==> src/rtl/timer_pkg.sv <==
// Shared types and constants for the MM:SS countdown timer.
package timer_pkg;

  typedef enum logic [2:0] {
    StIdle  = 3'd0,
    StSet   = 3'd1,
    StRun   = 3'd2,
    StPause = 3'd3,
    StAlarm = 3'd4
  } state_e;

  typedef struct packed {
    logic [3:0] min_tens;
    logic [3:0] min_units;
    logic [3:0] sec_tens;
    logic [3:0] sec_units;
  } mmss_t;

  localparam logic [3:0] TENS_MAX  = 4'd5;
  localparam logic [3:0] UNITS_MAX = 4'd9;

  function automatic logic [3:0] clamp_digit(input logic [3:0] d, input logic [3:0] lim);
    return (d > lim) ? lim : d;
  endfunction

endpackage

==> src/rtl/timer_mode_controller_if.sv <==
// Front-panel, digit-setting and display-side signals of the timer sequencer.
interface timer_mode_controller_if;

  logic       btn_mode;
  logic       btn_start;
  logic       btn_clear;
  logic [3:0] set_min_tens;
  logic [3:0] set_min_units;
  logic [3:0] set_sec_tens;
  logic [3:0] set_sec_units;
  logic       setting_enable;
  logic [3:0] cnt_min_tens;
  logic [3:0] cnt_min_units;
  logic [3:0] cnt_sec_tens;
  logic [3:0] cnt_sec_units;
  logic       alarm;
  logic [2:0] state;

  modport master (
    output btn_mode, btn_start, btn_clear,
    output set_min_tens, set_min_units, set_sec_tens, set_sec_units,
    input  setting_enable, cnt_min_tens, cnt_min_units, cnt_sec_tens, cnt_sec_units,
    input  alarm, state
  );

  modport slave (
    input  btn_mode, btn_start, btn_clear,
    input  set_min_tens, set_min_units, set_sec_tens, set_sec_units,
    output setting_enable, cnt_min_tens, cnt_min_units, cnt_sec_tens, cnt_sec_units,
    output alarm, state
  );

endinterface

==> src/rtl/bcd_mmss_decrement.sv <==
// Combinational one-second decrement of an MM:SS BCD value with borrow chain.
module bcd_mmss_decrement
  import timer_pkg::*;
(
  input  logic [3:0] min_tens_i,
  input  logic [3:0] min_units_i,
  input  logic [3:0] sec_tens_i,
  input  logic [3:0] sec_units_i,
  output logic [3:0] min_tens_o,
  output logic [3:0] min_units_o,
  output logic [3:0] sec_tens_o,
  output logic [3:0] sec_units_o,
  output logic       is_zero_after_o
);

  logic borrow_su, borrow_st, borrow_mu;

  always_comb begin
    borrow_su   = (sec_units_i == 4'd0);
    sec_units_o = borrow_su ? UNITS_MAX : sec_units_i - 4'd1;

    borrow_st   = borrow_su && (sec_tens_i == 4'd0);
    sec_tens_o  = !borrow_su ? sec_tens_i :
                  (sec_tens_i == 4'd0) ? TENS_MAX : sec_tens_i - 4'd1;

    borrow_mu   = borrow_st && (min_units_i == 4'd0);
    min_units_o = !borrow_st ? min_units_i :
                  (min_units_i == 4'd0) ? UNITS_MAX : min_units_i - 4'd1;

    min_tens_o  = borrow_mu ? min_tens_i - 4'd1 : min_tens_i;

    is_zero_after_o = (min_tens_o == 4'd0) && (min_units_o == 4'd0) &&
                      (sec_tens_o == 4'd0) && (sec_units_o == 4'd0);
  end

endmodule

==> src/rtl/timer_mode_controller.sv <==
// Countdown timer sequencer: owns the MM:SS digits, loads, counts down once per
// second from the 4 Hz clock and holds the alarm state.
module timer_mode_controller
  import timer_pkg::*;
#(
  parameter int unsigned TICKS_PER_SEC = 4,
  parameter int unsigned ALARM_SECS    = 10
) (
  input logic                    clk4,
  input logic                    reset,
  timer_mode_controller_if.slave tmr_io
);

  localparam int unsigned AlarmCycles = ALARM_SECS * TICKS_PER_SEC;
  localparam int unsigned PreW = (TICKS_PER_SEC > 2) ? $clog2(TICKS_PER_SEC) : 1;
  localparam int unsigned AlmW = (AlarmCycles > 2) ? $clog2(AlarmCycles) : 1;
  localparam logic [PreW-1:0] PreMax = PreW'(TICKS_PER_SEC - 1);
  localparam logic [AlmW-1:0] AlmMax = AlmW'(AlarmCycles - 1);

  state_e          state_q, state_d;
  mmss_t           cnt_q, cnt_d, load_val, dec_val;
  logic            dec_zero, cnt_zero, load_zero;
  logic [2:0]      btn, btn_q, press;
  logic            clr_p, start_p, mode_p;
  logic [PreW-1:0] pre_q, pre_d;
  logic [AlmW-1:0] alm_q, alm_d;
  logic            alarm_q;

  bcd_mmss_decrement u_dec (
    .min_tens_i      (cnt_q.min_tens),
    .min_units_i     (cnt_q.min_units),
    .sec_tens_i      (cnt_q.sec_tens),
    .sec_units_i     (cnt_q.sec_units),
    .min_tens_o      (dec_val.min_tens),
    .min_units_o     (dec_val.min_units),
    .sec_tens_o      (dec_val.sec_tens),
    .sec_units_o     (dec_val.sec_units),
    .is_zero_after_o (dec_zero)
  );

  // Priority clear > start > mode; only the winning press acts.
  assign btn     = {tmr_io.btn_clear, tmr_io.btn_start, tmr_io.btn_mode};
  assign press   = btn & ~btn_q;
  assign clr_p   = press[2];
  assign start_p = press[1] & ~press[2];
  assign mode_p  = press[0] & ~press[1] & ~press[2];

  assign load_val.min_tens  = clamp_digit(tmr_io.set_min_tens, TENS_MAX);
  assign load_val.min_units = clamp_digit(tmr_io.set_min_units, UNITS_MAX);
  assign load_val.sec_tens  = clamp_digit(tmr_io.set_sec_tens, TENS_MAX);
  assign load_val.sec_units = clamp_digit(tmr_io.set_sec_units, UNITS_MAX);
  assign load_zero = (load_val == '0);
  assign cnt_zero  = (cnt_q == '0);

  always_comb begin
    state_d = state_q;
    cnt_d   = cnt_q;
    pre_d   = pre_q;
    alm_d   = '0;
    case (state_q)
      StIdle: begin
        if (clr_p) begin
          cnt_d = '0;
        end else if (start_p) begin
          if (!cnt_zero) begin
            state_d = StRun;
            pre_d   = '0;
          end
        end else if (mode_p) begin
          state_d = StSet;
        end
      end
      StSet: begin
        if (clr_p) begin
          cnt_d   = '0;
          state_d = StIdle;
        end else if (start_p) begin
          cnt_d   = load_val;
          pre_d   = '0;
          state_d = load_zero ? StIdle : StRun;
        end else if (mode_p) begin
          cnt_d   = load_val;
          state_d = StIdle;
        end
      end
      StRun: begin
        if (clr_p) begin
          cnt_d   = '0;
          pre_d   = '0;
          state_d = StIdle;
        end else if (start_p) begin
          state_d = StPause;
        end else if (pre_q == PreMax) begin
          pre_d = '0;
          cnt_d = dec_val;
          if (dec_zero) state_d = StAlarm;
        end else begin
          pre_d = pre_q + 1'b1;
        end
      end
      StPause: begin
        if (clr_p) begin
          cnt_d   = '0;
          pre_d   = '0;
          state_d = StIdle;
        end else if (start_p) begin
          state_d = StRun;
        end
      end
      StAlarm: begin
        if ((press != 3'b000) || (alm_q == AlmMax)) begin
          pre_d   = '0;
          state_d = StIdle;
        end else begin
          alm_d = alm_q + 1'b1;
        end
      end
      default: state_d = StIdle;
    endcase
  end

  always_ff @(posedge clk4 or posedge reset) begin
    if (reset) begin
      state_q <= StIdle;
      cnt_q   <= '0;
      pre_q   <= '0;
      alm_q   <= '0;
      btn_q   <= '0;
      alarm_q <= 1'b0;
    end else begin
      state_q <= state_d;
      cnt_q   <= cnt_d;
      pre_q   <= pre_d;
      alm_q   <= alm_d;
      btn_q   <= btn;
      alarm_q <= (state_d == StAlarm);
    end
  end

  assign tmr_io.setting_enable = (state_q == StSet);
  assign tmr_io.alarm          = alarm_q;
  assign tmr_io.state          = state_q;
  assign tmr_io.cnt_min_tens   = cnt_q.min_tens;
  assign tmr_io.cnt_min_units  = cnt_q.min_units;
  assign tmr_io.cnt_sec_tens   = cnt_q.sec_tens;
  assign tmr_io.cnt_sec_units  = cnt_q.sec_units;

endmodule

==> src/flat_wrapper.sv <==
// flat-port wrapper written by rule: the top's interface ports become plain ports
module timer_mode_controller_flat import timer_pkg::*;
#(
  parameter int unsigned TICKS_PER_SEC = 4,
  parameter int unsigned ALARM_SECS    = 10
)
  (clk4, reset, tmr_io_btn_mode, tmr_io_btn_start, tmr_io_btn_clear, tmr_io_set_min_tens, tmr_io_set_min_units, tmr_io_set_sec_tens, tmr_io_set_sec_units, tmr_io_setting_enable, tmr_io_cnt_min_tens, tmr_io_cnt_min_units, tmr_io_cnt_sec_tens, tmr_io_cnt_sec_units, tmr_io_alarm, tmr_io_state);
  timer_mode_controller_if tmr_io_i ();
  input logic clk4;
  input logic reset;
  input wire logic [$bits(tmr_io_i.btn_mode)-1:0] tmr_io_btn_mode;
  input wire logic [$bits(tmr_io_i.btn_start)-1:0] tmr_io_btn_start;
  input wire logic [$bits(tmr_io_i.btn_clear)-1:0] tmr_io_btn_clear;
  input wire logic [$bits(tmr_io_i.set_min_tens)-1:0] tmr_io_set_min_tens;
  input wire logic [$bits(tmr_io_i.set_min_units)-1:0] tmr_io_set_min_units;
  input wire logic [$bits(tmr_io_i.set_sec_tens)-1:0] tmr_io_set_sec_tens;
  input wire logic [$bits(tmr_io_i.set_sec_units)-1:0] tmr_io_set_sec_units;
  output wire logic [$bits(tmr_io_i.setting_enable)-1:0] tmr_io_setting_enable;
  output wire logic [$bits(tmr_io_i.cnt_min_tens)-1:0] tmr_io_cnt_min_tens;
  output wire logic [$bits(tmr_io_i.cnt_min_units)-1:0] tmr_io_cnt_min_units;
  output wire logic [$bits(tmr_io_i.cnt_sec_tens)-1:0] tmr_io_cnt_sec_tens;
  output wire logic [$bits(tmr_io_i.cnt_sec_units)-1:0] tmr_io_cnt_sec_units;
  output wire logic [$bits(tmr_io_i.alarm)-1:0] tmr_io_alarm;
  output wire logic [$bits(tmr_io_i.state)-1:0] tmr_io_state;
  assign tmr_io_i.btn_mode = tmr_io_btn_mode;
  assign tmr_io_i.btn_start = tmr_io_btn_start;
  assign tmr_io_i.btn_clear = tmr_io_btn_clear;
  assign tmr_io_i.set_min_tens = tmr_io_set_min_tens;
  assign tmr_io_i.set_min_units = tmr_io_set_min_units;
  assign tmr_io_i.set_sec_tens = tmr_io_set_sec_tens;
  assign tmr_io_i.set_sec_units = tmr_io_set_sec_units;
  assign tmr_io_setting_enable = tmr_io_i.setting_enable;
  assign tmr_io_cnt_min_tens = tmr_io_i.cnt_min_tens;
  assign tmr_io_cnt_min_units = tmr_io_i.cnt_min_units;
  assign tmr_io_cnt_sec_tens = tmr_io_i.cnt_sec_tens;
  assign tmr_io_cnt_sec_units = tmr_io_i.cnt_sec_units;
  assign tmr_io_alarm = tmr_io_i.alarm;
  assign tmr_io_state = tmr_io_i.state;
  timer_mode_controller #(.TICKS_PER_SEC(TICKS_PER_SEC), .ALARM_SECS(ALARM_SECS)) u_core (.clk4(clk4), .reset(reset), .tmr_io(tmr_io_i));
endmodule
==> config.mk <==
export PLATFORM = sky130hd
export DESIGN_NAME = timer_mode_controller_flat
export DESIGN_NICKNAME = d
export VERILOG_FILES = /design/src/rtl/timer_pkg.sv /design/src/rtl/timer_mode_controller_if.sv /design/src/rtl/bcd_mmss_decrement.sv /design/src/rtl/timer_mode_controller.sv /design/src/flat_wrapper.sv
export SDC_FILE = /design/constraint.sdc
export NUM_CORES = 1
export LEC_CHECK = 0
export BUFFER_PORTS_ARGS = -buffer_cell sky130_fd_sc_hd__buf_2
export CAP_MARGIN = 20
export CORE_UTILIZATION = 50
export DETAILED_ROUTE_END_ITERATION = 10
export MAX_ROUTING_LAYER = met4
export PLACE_DENSITY = 0.74
export SLEW_MARGIN = 40
export SYNTH_ARGS = -nofsm -noshare
export SYNTH_HDL_FRONTEND = slang
export SYNTH_SLANG_ARGS = --single-unit
==> constraint.sdc <==
create_clock -name clk4 -period 3.7 [get_ports clk4]
set_clock_uncertainty 0.1 [all_clocks]
set_input_delay 0.74 -clock clk4 [delete_from_list [all_inputs] [get_ports clk4]]
set_output_delay 0.74 -clock clk4 [all_outputs]
set_load 0.02 [all_outputs]
==> reports/results.tsv <==
stage	metric	value	unit
critical_path	Largest stage delay, worst path	0.52	ns
route	post-route ant nets	0	
die	DIE HEIGHT	63.68	microns
worst_hold_path	min-delay src	u_core.alm_q[0]$_DFF_PP0_	
finish	most common cell after layout, fill and taps aside	buf_2	
critical_path	r2r endpoint	u_core.pre_q[0]$_DFFE_PP0P_	
sta	setup violators final	0	
sta	final hold vios	0	
route	DRC violations left	0	
sta	period utilisation layout	63.13	%
synth	flip-flop and latch count after synthesis	31	
finish	ant diodes	0	
critical_path	crit-path max FO	11	
clock_tree	clk_lat worst skew	0.29	ns
global_routing	vias in the first global route	1720	
route	DR vias/cell	5.846	
power_and_ir_drop	Power, Total	1.664	mW
sta	worst hold margin	0.3634	ns
synth	fraction of registers with async set/reset	100.0	%
critical_path	Worst EP required	3.78	ns
synth	Synth Flop Type	dfrtp_1	
sta	RSZ-0062 raised after global routing	no	
clock_tree	clock-pin slew on the worst setup and hold paths	0.07	ns
route	Routed WL	4.497	mm
clock_tree	H-tree depth	2	
worst_hold_path	hold path cells	1	
synth	Avg Cell Area, Syn	9.143	sq um
clock_tree	TritonCTS clock tree	yes	
synth	top post-synthesis cells by area	dfrtp_1, nor2_1, a22o_1	
die	die area	0.004055	sq mm
synth	Netlist Area Pre-Place	0.001902	sq mm
global_routing	initial antenna violation count	0	
critical_path	R2R cell count	5	
placed_design	placer's final routability congestion estimate	0.8516	
die	Initial Utilization	51.95	%
die	# IOs	42	
placed_design	port bufs	41	
synth	register area share after synthesis	40.79	%
critical_path	worst-path cell chain	nor4_4, and3_1, a211oi_2, o311a_4, mux2_4	
route	vias	1748	
global_routing	largest net degree at the start of global routing	31	
synth	yosys warns	0	
critical_path	critical path class	reg -> reg	
synth	Syn Inst Count	208	
power_and_ir_drop	Max rail drop VDD	0.4306	mV
critical_path	Worst Setup End Kind	flop	
power_and_ir_drop	Leak Pwr	1.045	nW
synth	area leader, netlist	dfrtp_1	
synth	syn nets	233	
finish	area delta synth->final	18.75	%
finish	nets	275	
critical_path	R2R Path Start	u_core.tmr_io.cnt_sec_units[0]$_DFFE_PP0P_	
critical_path	critical path buffer and inverter count	0	
route	routed wire length per instance	15.04	microns
placed_design	Post-DP Area	0.002141	sq mm
route	DR iter-0 viols	127	
critical_path	Crit path arrival time	2.42	ns
critical_path	Crit path max-delay family	simple AND/OR/NAND/NOR gates	
global_routing	Overflow after GRT	0	
clock_tree	clock sink count	31	
finish	most frequent cells in the layout	buf_2, dfrtp_1, nor2_1, nand2_1, o21ai_0	
flow_run	Max Cap Viol	0	
finish	fin area	0.002258	sq mm
clock_tree	TritonCTS Buffers	5	
synth	post-synth cell types	46	
die	die width	63.68	microns
route	drt first pass iters	4	
finish	share of cells above drive strength 1	23.51	%
synth	Synth top area share	40.79	%
clock_tree	CTS root buffer	clkbuf_8	
global_routing	global-route wire length before repair	7.803	mm
critical_path	Worst path slowest cell	dfrtp_1	
sta	f_max	428.1	MHz
critical_path	Worst Setup Start Kind	flop	
die	Core Area	0.003661	sq mm
power_and_ir_drop	PD cells	736.7	mW/mm^2
sta	slew margin rel.	53.38	%
sta	Final Critical Period	2.336	ns
clock_tree	Post-CTS Setup Inserts	0	
worst_hold_path	hold path endpoint	u_core.alm_q[0]$_DFF_PP0_	
worst_hold_path	worst hold path type	reg -> reg	
status	status	finished clean	
clock_tree	Max clock buf depth	2	
sta	setup TNS	0	ns
sta	Slew @ Worst Pin	0.6973	ns
clock_tree	Post-CTS Resized	0	
die	site row count	22	
global_routing	gr usage total	26.19	%
synth	Post-synth EDFFs	0	
sta	Slew Viols, Final	0	
clock_tree	hold_buf cts	0	
critical_path	register-to-register setup slack	1.36	ns
placed_design	setup slack at placement	1.137	ns
placed_design	DP Wirelength	3.129	mm
sta	PnR worst setup slack	1.364	ns
## metal layers
layer,part of all wire (%),wire (microns),up-vias,global-route usage (%)
met4,2.4,109,0,15.06
met2,47,2110,51,40.43
met3,4.6,208,13,5.435
li1,-,-,859,-
met5,0,0,-,-
met1,46,2068,825,31.54
## sequential cells by signal (all words and copies together), names as in the netlist
signal	cells
u_core.tmr_io.cnt_sec_tens	4
u_core.tmr_io.cnt_sec_units	4
u_core.pre_q	2
u_core.alm_q	6
u_core.btn_q	3
u_core.tmr_io.alarm	1
u_core.tmr_io.cnt_min_units	4
u_core.tmr_io.state	3
u_core.tmr_io.cnt_min_tens	4
## per-stage QoR
step | instances | utilization, %
after detailed placement | 291 | 58.48
after global placement | 291 | 58.48
final | 299 | 61.69
after floorplan | 208 | -
after global routing | 299 | 61.69
after CTS | 299 | 61.69
## power by group
group	total (mW)	switching [mW]	internal, mW
Sequential	0.551	0.134	0.417
Combinational	0.756	0.442	0.314
Clock	0.356	0.138	0.218
Total	1.66	0.715	0.949
## layout make-up
cell class	count	area, sq um
repair buffers	44	227.7
inverters	10	37.54
fillers	331	1403
multi-input cells	158	1040
clock buffers	6	82.58
clock inverters	2	35.03
flip-flops and latches	31	775.7
well taps	48	60.06
## kinds of logic (layout without fill, tap and decap cells)
logic type,after synthesis,after routing,synth area share [%]
compound gates,61,61,23.68
xor+xnor,6,6,2.763
fa+ha+maj,4,4,2.632
simple gates,82,82,22.50
buf+inv,19,62,4.737
mux,5,5,2.895
flops,31,31,40.79
## Yosys cell counts, types with 2 or more instances
cell,count
nand4_1,5
nor3b_1,3
a31oi_1,2
a211oi_1,3
a22o_1,10
or4_1,3
a21o_1,2
o221ai_1,2
or2_2,2
xnor2_1,4
a21boi_0,4
ha_1,4
a22oi_1,2
nor2b_1,4
o21a_1,2
nor2_1,24
clkbuf_1,6
mux2i_1,4
o21ai_0,12
o2bb2ai_1,2
dfrtp_1,31
o31ai_1,2
nor4_1,5
nor3_1,6
buf_6,2
o22ai_1,4
nand2_1,15
a21oi_1,6
nand3_1,5
and3_1,3
xor2_1,2
nand2b_1,2
o32ai_1,3
inv_1,10
## how the worst max path moves through the flow
| stage | end | start | depth (start not counted) |
|---|---|---|---|
| after floorplan | u_core.pre_q[0]$_DFFE_PP0P_ | tmr_io_btn_start | 6 |
| after global placement | u_core.tmr_io.cnt_min_tens[1]$_DFFE_PP0P_ | tmr_io_btn_start | 7 |
| after detailed placement | u_core.tmr_io.cnt_min_tens[1]$_DFFE_PP0P_ | tmr_io_btn_start | 7 |
| after CTS | u_core.pre_q[0]$_DFFE_PP0P_ | u_core.tmr_io.cnt_sec_units[0]$_DFFE_PP0P_ | 5 |
| after global routing | u_core.tmr_io.state[2]$_DFF_PP0_ | u_core.tmr_io.cnt_sec_units[0]$_DFFE_PP0P_ | 5 |
| final | u_core.pre_q[0]$_DFFE_PP0P_ | u_core.tmr_io.cnt_sec_units[0]$_DFFE_PP0P_ | 5 |
(Power assumes the default switching activity.)
